`config.mk`:
```
export PLATFORM = sky130hd
export DESIGN_NAME = mux_scan_ctrl_flat
export DESIGN_NICKNAME = d
export VERILOG_FILES = /design/src/rtl/mux_scan_ctrl_if.sv /design/src/rtl/mux_scan_ctrl.sv /design/src/flat_wrapper.sv
export SDC_FILE = /design/constraint.sdc
export NUM_CORES = 1
export LEC_CHECK = 0
export ABC_AREA = 0
export CORE_AREA = 3 3 42 44
export CTS_BUF_LIST = sky130_fd_sc_hd__clkbuf_8
export DETAILED_ROUTE_END_ITERATION = 10
export DIE_AREA = 0 0 45 47
export PLACE_DENSITY_LB_ADDON = 0.08
export SYNTH_ARGS = -nofsm -noshare
export SYNTH_HDL_FRONTEND = slang
export SYNTH_SLANG_ARGS = --single-unit
export TNS_END_PERCENT = 100
```
`constraint.sdc`:
```
create_clock -name clk -period 1.4 [get_ports clk]
set_input_delay 0.21 -clock clk [delete_from_list [all_inputs] [get_ports clk]]
set_output_delay 0.21 -clock clk [all_outputs]
set_load 0.1 [all_outputs]
```
`src/rtl/mux_scan_ctrl_if.sv`:
```
// Bus between the mux scan controller and its environment: mux select/return path,
// scan control inputs, and the assembled-word valid/ready output channel.
interface mux_scan_ctrl_if #(
  parameter int NCH   = 4,
  parameter int SEL_W = 2
);
  logic             start;
  logic             mode_cont;
  logic [SEL_W-1:0] sel;
  logic             mux_out;
  logic [NCH-1:0]   word;
  logic             word_valid;
  logic             word_ready;
  logic             busy;
  logic             overrun;

  modport master (
    input  start, mode_cont, mux_out, word_ready,
    output sel, word, word_valid, busy, overrun
  );

  modport slave (
    output start, mode_cont, mux_out, word_ready,
    input  sel, word, word_valid, busy, overrun
  );
endinterface

```
`src/rtl/mux_scan_ctrl.sv`:
```
// Scans the four channels of a registered 4:1 mux one per cycle, re-assembles the
// serial mux output into a parallel word and offers it over valid/ready.
module mux_scan_ctrl #(
  parameter int NCH   = 4,
  parameter int SEL_W = 2
) (
  input  logic            clk,
  input  logic            rst,
  mux_scan_ctrl_if.master bus
);

  typedef enum logic [1:0] {
    IDLE  = 2'd0,
    SCAN  = 2'd1,
    DRAIN = 2'd2
  } state_t;

  localparam logic [SEL_W-1:0] SEL_LAST = SEL_W'(NCH - 1);

  state_t           state_q, state_d;
  logic [SEL_W-1:0] sel_q, sel_d;
  logic             busy_q, busy_d;
  logic [SEL_W-1:0] cap_ch_q, cap_ch_d;
  logic             cap_v_q, cap_v_d;
  logic [NCH-2:0]   shift_q, shift_d;
  logic [NCH-1:0]   word_q, word_d;
  logic             word_valid_q, word_valid_d;
  logic             overrun_q, overrun_d;

  logic             load_s;
  logic             xfer_s;

  // Scan sequencer: select stepping and state transitions.
  always_comb begin
    state_d = state_q;
    sel_d   = sel_q;
    case (state_q)
      IDLE: begin
        sel_d = '0;
        if (bus.start) begin
          state_d = SCAN;
        end else begin
          state_d = IDLE;
        end
      end
      SCAN: begin
        // mode_cont is only consulted at the end of a full 4-channel pass
        if (sel_q == SEL_LAST) begin
          sel_d = '0;
          if (bus.mode_cont) begin
            state_d = SCAN;
          end else begin
            state_d = DRAIN;
          end
        end else begin
          sel_d   = sel_q + SEL_W'(1);
          state_d = SCAN;
        end
      end
      DRAIN: begin
        sel_d   = '0;
        state_d = IDLE;
      end
      default: begin
        sel_d   = '0;
        state_d = IDLE;
      end
    endcase
    busy_d = (state_d != IDLE);
  end

  // Capture path: the mux output lags sel by one cycle, so track the bit in flight.
  always_comb begin
    cap_v_d  = (state_q == SCAN);
    cap_ch_d = sel_q;
    shift_d  = shift_q;
    for (int k = 0; k < NCH - 1; k++) begin
      if (cap_v_q && (cap_ch_q == SEL_W'(k))) begin
        shift_d[k] = bus.mux_out;
      end else begin
        shift_d[k] = shift_q[k];
      end
    end
  end

  assign load_s = cap_v_q && (cap_ch_q == SEL_LAST);
  assign xfer_s = word_valid_q && bus.word_ready;

  // Output word register: load, hold under backpressure, or drop and flag overrun.
  always_comb begin
    word_d       = word_q;
    word_valid_d = word_valid_q;
    overrun_d    = overrun_q;
    if (load_s) begin
      if (!word_valid_q || bus.word_ready) begin
        word_d       = {bus.mux_out, shift_q};
        word_valid_d = 1'b1;
      end else begin
        overrun_d = 1'b1;
      end
    end else if (xfer_s) begin
      word_valid_d = 1'b0;
    end else begin
      word_valid_d = word_valid_q;
    end
  end

  // State and datapath registers with synchronous reset.
  always_ff @(posedge clk) begin
    if (rst) begin
      state_q      <= IDLE;
      sel_q        <= '0;
      busy_q       <= 1'b0;
      cap_ch_q     <= '0;
      cap_v_q      <= 1'b0;
      shift_q      <= '0;
      word_q       <= '0;
      word_valid_q <= 1'b0;
      overrun_q    <= 1'b0;
    end else begin
      state_q      <= state_d;
      sel_q        <= sel_d;
      busy_q       <= busy_d;
      cap_ch_q     <= cap_ch_d;
      cap_v_q      <= cap_v_d;
      shift_q      <= shift_d;
      word_q       <= word_d;
      word_valid_q <= word_valid_d;
      overrun_q    <= overrun_d;
    end
  end

  assign bus.sel        = sel_q;
  assign bus.busy       = busy_q;
  assign bus.word       = word_q;
  assign bus.word_valid = word_valid_q;
  assign bus.overrun    = overrun_q;

endmodule

```
`src/flat_wrapper.sv`:
```
// flat-port wrapper written by rule: the top's interface ports become plain ports
module mux_scan_ctrl_flat 
#(
  parameter int NCH   = 4,
  parameter int SEL_W = 2
)
  (clk, rst, bus_start, bus_mode_cont, bus_mux_out, bus_word_ready, bus_sel, bus_word, bus_word_valid, bus_busy, bus_overrun);
  mux_scan_ctrl_if #(.NCH(NCH), .SEL_W(SEL_W)) bus_i ();
  input  logic clk;
  input  logic rst;
  input wire logic [$bits(bus_i.start)-1:0] bus_start;
  input wire logic [$bits(bus_i.mode_cont)-1:0] bus_mode_cont;
  input wire logic [$bits(bus_i.mux_out)-1:0] bus_mux_out;
  input wire logic [$bits(bus_i.word_ready)-1:0] bus_word_ready;
  output wire logic [$bits(bus_i.sel)-1:0] bus_sel;
  output wire logic [$bits(bus_i.word)-1:0] bus_word;
  output wire logic [$bits(bus_i.word_valid)-1:0] bus_word_valid;
  output wire logic [$bits(bus_i.busy)-1:0] bus_busy;
  output wire logic [$bits(bus_i.overrun)-1:0] bus_overrun;
  assign bus_i.start = bus_start;
  assign bus_i.mode_cont = bus_mode_cont;
  assign bus_i.mux_out = bus_mux_out;
  assign bus_i.word_ready = bus_word_ready;
  assign bus_sel = bus_i.sel;
  assign bus_word = bus_i.word;
  assign bus_word_valid = bus_i.word_valid;
  assign bus_busy = bus_i.busy;
  assign bus_overrun = bus_i.overrun;
  mux_scan_ctrl #(.NCH(NCH), .SEL_W(SEL_W)) u_core (.clk(clk), .rst(rst), .bus(bus_i));
endmodule
```
==> results of run 1 <==
==> worst max-delay path by stage <==
stage / slack (ps) / cells past startpoint / from / end
after floorplan: 140 / 3 / u_core.bus.sel[0] / u_core.state_q[0]
after global placement: 60 / 4 / bus_word_ready / u_core.bus.word[0]
after detailed placement: 80 / 4 / bus_word_ready / u_core.bus.word[3]
after CTS: 310 / 4 / bus_word_ready / u_core.bus.word[0]
after global routing: 220 / 4 / rst / u_core.state_q[1]
final: 320 / 4 / bus_word_ready / u_core.bus.word[0]
==> final cells by class <==
class / count / area, um2 / area share [%]
flip-flops and latches: 17 / 344 / 36.8
multi-input cells: 39 / 284 / 30.4
repair buffers: 15 / 238 / 25.4
clock buffers: 3 / 41.3 / 4.42
well taps: 16 / 20.0 / 2.14
clock inverters: 1 / 3.75 / 0.402
inverters: 1 / 3.75 / 0.402
==> metal layers <==
| metal | routed length (um) | part of all wire (%) | global-route usage (%) | vias to the layer above |
|---|---|---|---|---|
| met5 | 0 | 0 | 0 | - |
| met3 | 50 | 5.0 | 3.45 | 4 |
| met1 | 446 | 45 | 14.3 | 203 |
| met4 | 24 | 2.4 | 8.77 | 0 |
| met2 | 479 | 48 | 17.8 | 9 |
| li1 | - | - | - | 234 |
==> synthesized netlist by cell type <==
master / n
clkbuf_1: 1
nand2b_1: 8
nand2_1: 1
nor3b_2: 1
a31oi_1: 1
and2_1: 1
and2b_1: 1
inv_1: 1
nor3b_1: 2
o21a_1: 1
nand3b_1: 3
dfxtp_1: 17
nor2b_1: 2
nor2_1: 6
nand3_2: 1
a41oi_1: 1
mux2i_1: 7
ha_1: 1
nor3_1: 1
nor2_4: 1
==> registers in the layout, summed over array words and instances, names as in the netlist <==
| register | count |
|---|---|
| u_core.state_q | 2 |
| u_core.cap_ch_q | 2 |
| u_core.bus.word_valid | 1 |
| u_core.cap_v_q | 1 |
| u_core.shift_q | 3 |
| u_core.bus.overrun | 1 |
| u_core.bus.busy | 1 |
| u_core.bus.word | 4 |
| u_core.bus.sel | 2 |
==> worst register-to-register path, delay by kind of cell, from the launching register on <==
kind             cells  cell delay, ps
flip-flops           1             440
multiplexers         1             210
AND/OR/NAND/NOR      2             320
==> kinds of logic after synthesis <==
group                      count (synthesis)  share of synthesized area, %
DFF                                       17                          53.9
and+or+nand+nor                           28                          28.3
adders and majority gates                  1                          1.98
muxes                                      7                          11.1
buffers and inverters                      2                          1.19
AOI/OAI and AO/OA                          3                          3.57
==> power groups by stage <==
stage / Combinational (mW) / Clock, mW / Sequential (mW)
6_report: 0.0911 / 0.340 / 0.507
5_1_grt: 0.0969 / 0.374 / 0.508
4_1_cts: 0.0921 / 0.356 / 0.507
3_5_place_dp: 0.0920 / 0 / 0.518
3_3_place_gp: 0.0918 / 0 / 0.517
2_1_floorplan: 0.0220 / 0 / 0.544
==> results.py, run 1 <==
metrics = {
    "status": {
        "status": "finished, final reports clean",
    },
    "power": {
        "p_leak_nw": 0.370,
        "powerDensity_nw_per_um2": 1000,
        "p_sw_share_pct": 22.0,
        "pwr-share-seq_pct": 54.0,
        "internal-power_uw": 732,
        "comb_power_share_pct": 9.7,
        "p_clk_share_pct": 36.3,
        "peakVddDrop_v": 0.000609,
        "netSwitchingPower_uw": 206,
        "design_power_total_uw": 938,
    },
    "worst_setup_path": {
        "critical_path_class": "in -> reg",
        "reg2reg_slack_ps": 360,
        "worstPathCellList": "clkdlybuf4s50_1, and2b_1, nor2_4, mux2i_1",
        "reg2reg_to": "u_core.bus.word[0]",
        "reg2reg_depth": 3,
        "startpoint_type": "input port",
        "slowest_delay_ps": 450,
        "path_delay_family": "buffers and inverters",
        "crit_required_ps": 1570,
        "path_buf_inv": 1,
        "cp_max_fo": 4,
        "r2r-start": "u_core.cap_ch_q[1]",
        "critPathArrivalTime_ps": 1250,
        "cp_slowest_cell": "clkdlybuf4s50_1",
        "end_kind": "flop",
    },
    "drt": {
        "drt-total-wl_mm": 1.00,
        "drc": 0,
        "vias": 450,
        "avgRoutedWirePerCell_um": 10.9,
        "first_iter_violations": 2,
        "drt_first_pass_iters": 2,
        "antenna_left": 0,
        "vias_per_cell": 4.89,
    },
    "placement": {
        "place_inst": 88,
        "port_buffers": 14,
        "placed_cell_area_um2": 890,
        "place_ws_ps": 79.8,
        "hpwlAfterDp_um": 789,
        "gp_congestion": 0.669,
    },
    "layout": {
        "final_cells": 92,
        "drive_gt1_share_pct": 25.0,
        "fin_util_pct": 63.5,
        "layout_common_cells": "dfxtp_1, buf_12, nand2b_1",
        "area_delta_synth_final_pct": 47.9,
        "final_nets": 84,
        "fin_area_um2": 935,
        "mostFrequentLayoutCell": "dfxtp_1",
        "num_antenna_cells": 0,
        "nFillCells": 130,
    },
    "cts": {
        "cts_tree": "done",
        "cts_setup_buffers": 0,
        "postCtsHoldBufs": 0,
        "root_buffer": "clkbuf_8",
        "clock_latency_ps": 240,
        "clock_path_buffers": 2,
        "cts_buffers": 3,
        "clock-sinks": 17,
        "path_clk_slew_ps": 60,
        "cts_resized": 0,
        "h-tree-depth": 1,
    },
    "hold_path": {
        "holdPathStages": 1,
        "hp-start": "u_core.bus.sel[0]",
        "hold_path_class": "reg -> reg",
        "hold-path-endpoint": "u_core.bus.sel[0]",
    },
    "floorplanning": {
        "die_w_um": 45,
        "start_util_pct": 42.9,
        "die-area_um2": 2120,
        "fp-row-count": 14,
        "die_h_um": 47,
        "coreArea_um2": 1470,
        "ioPinCount": 15,
    },
    "logic_synthesis": {
        "yosysWarnings": 0,
        "synth_top_cell_area_share_pct": 53.9,
        "syn_area_per_cell_um2": 10.9,
        "netlist_instances": 58,
        "synth.area.top_cells": "dfxtp_1, mux2i_1, nand2b_1, nand3b_1, nor2_1",
        "synth_top_area_cell": "dfxtp_1",
        "synthesis.nets": 65,
        "synth.distinct_cells": 20,
        "ys_seq_area_share_pct": 53.9,
        "synth_area_um2": 632,
        "ys_seq_elements": 17,
    },
    "timing": {
        "skew_ps": 0.679,
        "timing.hold.ws_ps": 475,
        "fin_crit_ps": 1080,
        "worst_slew_pin_slew_ps": 222,
        "drv_slew": 0,
        "fmax_mhz": 929,
        "fin_crit_sh_pct": 76.9,
        "rsz0062_at_grt": "no",
        "hold_violations": 0,
        "max_slew_margin_pct": 85.2,
        "fin_ws_ps": 324,
        "finalSetupTns_ps": 0,
        "setup_viol": 0,
    },
    "grt": {
        "antenna_found_initial": 0,
        "grt_max_degree": 11,
        "grt_pass1_wl_mm": 1.75,
        "grt_pass1_vias": 433,
        "overflow": 0,
        "track_usage_pct": 11.8,
    },
    "flow_run": {
        "max_cap_viol_count": 0,
    },
}
No activity file was read; power rests on OpenSTA's default activity.
==> inputs of run 2 (changes only) <==
==> constraint.sdc (replaced) <==
create_clock -name clk -period 0.9 [get_ports clk]
set_input_delay 0.135 -clock clk [delete_from_list [all_inputs] [get_ports clk]]
set_output_delay 0.135 -clock clk [all_outputs]
set_load 0.1 [all_outputs]
==> run 2 against run 1 <==
  * The run now ends with negative setup slack left
  * Routed wire length up 12%
  * Register-to-register slack worse by 460 ps
  * Critical path type is now reg -> reg
  * Utilization up 7.8 points
==> results.py, run 2 (same netlist as run 1, synthesis figures left out) <==
metrics = {
    "grt": {
        "grt_pass1_wl_mm": 2.02,
        "grt_max_degree": 10,
        "antenna_found_initial": 0,
        "overflow": 0,
        "track_usage_pct": 13.9,
        "grt_pass1_vias": 513,
    },
    "drt": {
        "first_iter_violations": 2,
        "vias_per_cell": 4.85,
        "drc": 0,
        "antenna_left": 0,
        "vias": 480,
        "drt-total-wl_mm": 1.12,
        "avgRoutedWirePerCell_um": 11.3,
        "drt_first_pass_iters": 3,
    },
    "worst_setup_path": {
        "startpoint_type": "flop",
        "crit_required_ps": 1070,
        "critPathArrivalTime_ps": 1170,
        "cp_max_fo": 4,
        "critical_path_class": "reg -> reg",
        "end_kind": "flop",
    },
    "layout": {
        "largest_reg_flops": 4,
        "layout_common_cells": "buf_12, nand2b_1, mux2i_1, buf_4",
        "final_nets": 91,
        "mostFrequentLayoutCell": "buf_12",
        "area_delta_synth_final_pct": 66.1,
        "drive_gt1_share_pct": 49.4,
        "nFillCells": 101,
        "final_cells": 99,
        "num_antenna_cells": 0,
    },
    "power": {
        "p_sw_share_pct": 22.4,
        "internal-power_mw": 1.14,
        "p_leak_nw": 0.413,
        "comb_power_share_pct": 11.0,
        "netSwitchingPower_uw": 329,
        "powerDensity_nw_per_um2": 1400,
        "peakVddDrop_v": 0.000986,
        "pwr-share-seq_pct": 52.9,
        "p_clk_share_pct": 36.1,
        "design_power_total_mw": 1.47,
    },
    "timing": {
        "skew_ps": 0.795,
        "fmax_mhz": 996,
        "worst_slew_pin_slew_ps": 189,
        "finalSetupTns_ps": -573,
        "fin_ws_ps": -104,
        "fin_crit_sh_pct": 112,
        "max_slew_margin_pct": 87.4,
        "setup_viol": 14,
        "hold_violations": 0,
        "drv_slew": 0,
        "fin_crit_ps": 1000,
        "rsz0062_at_grt": "yes",
    },
    "cts": {
        "clock_path_buffers": 2,
        "clock_latency_ps": 240,
        "h-tree-depth": 1,
        "cts_tree": "done",
        "postCtsHoldBufs": 0,
        "cts_buffers": 3,
        "root_buffer": "clkbuf_8",
        "clock-sinks": 17,
        "path_clk_slew_ps": 60,
    },
    "placement": {
        "place_ws_ps": -374,
        "port_buffers": 14,
        "place_inst": 93,
        "gp_congestion": 0.652,
        "hpwlAfterDp_um": 853,
    },
    "floorplanning": {
        "die_w_um": 45,
        "die-area_um2": 2120,
        "start_util_pct": 42.9,
        "ioPinCount": 15,
        "die_h_um": 47,
        "fp-row-count": 14,
        "coreArea_um2": 1470,
    },
    "status": {
        "status": "finished, violations left",
        "failed_checks": "negative setup slack",
    },
    "hold_path": {
        "hold_path_class": "in -> reg",
    },
    "flow_run": {
        "max_cap_viol_count": 0,
    },
}
## run 2: final cells by class
type	count	area [um2]	area share, %
Tap cell	16	20.0	1.91
Sequential cell	17	370	35.3
Timing Repair Buffer	22	292	27.8
Clock inverter	1	3.75	0.358
Inverter	1	3.75	0.358
Multi-Input combinational cell	39	319	30.4
Clock buffer	3	41.3	3.93
## run 2: critical path: stages, from the launching register on
cell	delay [ps]
dfxtp_4	340
and2b_2	220
nor2_4	160
mux2i_1	210
## run 2: metrics by stage
step	cell area [um2]	util [%]	hold slack (ps)
2_1_floorplan	669	-	205
3_5_place_dp	961	65.3	460
6_report	1050	71.3	298
5_1_grt	1050	71.3	333
3_3_place_gp	961	65.3	456
4_1_cts	1020	69.5	310
## run 2: power by group through the flow
stage | combinational [mW] | sequential (mW) | clock [mW]
global route | 0.173 | 0.779 | 0.592
global placement | 0.155 | 0.798 | 0
floorplan | 0.0353 | 0.842 | 0
finish | 0.162 | 0.777 | 0.530
CTS | 0.159 | 0.782 | 0.551
detailed placement | 0.156 | 0.799 | 0
## run 2: timing repair
| action | 4_1_cts | 5_1_grt |
|---|---|---|
| pin swaps | 2 | 3 |
| gates cloned | 0 | 0 |
| hold endpoints to repair | 0 | 0 |
| setup endpoints to repair | 18 | 20 |
| setup buffers | 1 | 1 |
| resized for setup | 7 | 6 |
## run 2: per-layer routing
metal	global-route usage, %	routed length, um
met5	0	0
met3	3.45	44
met1	15.7	493
met4	10.5	25
met2	22.6	554
## run 2: worst paths after layout
check / slack (ps) / to / depth (start not counted) / from
worst max-delay path: -100 / u_core.bus.word[1] / 3 / u_core.bus.word_valid
worst min-delay path: 300 / u_core.shift_q[2] / 2 / rst
worst max register to register: -100 / u_core.bus.word[1] / 3 / u_core.bus.word_valid
worst min register to register: 480 / u_core.bus.word[2] / 2 / u_core.shift_q[2]
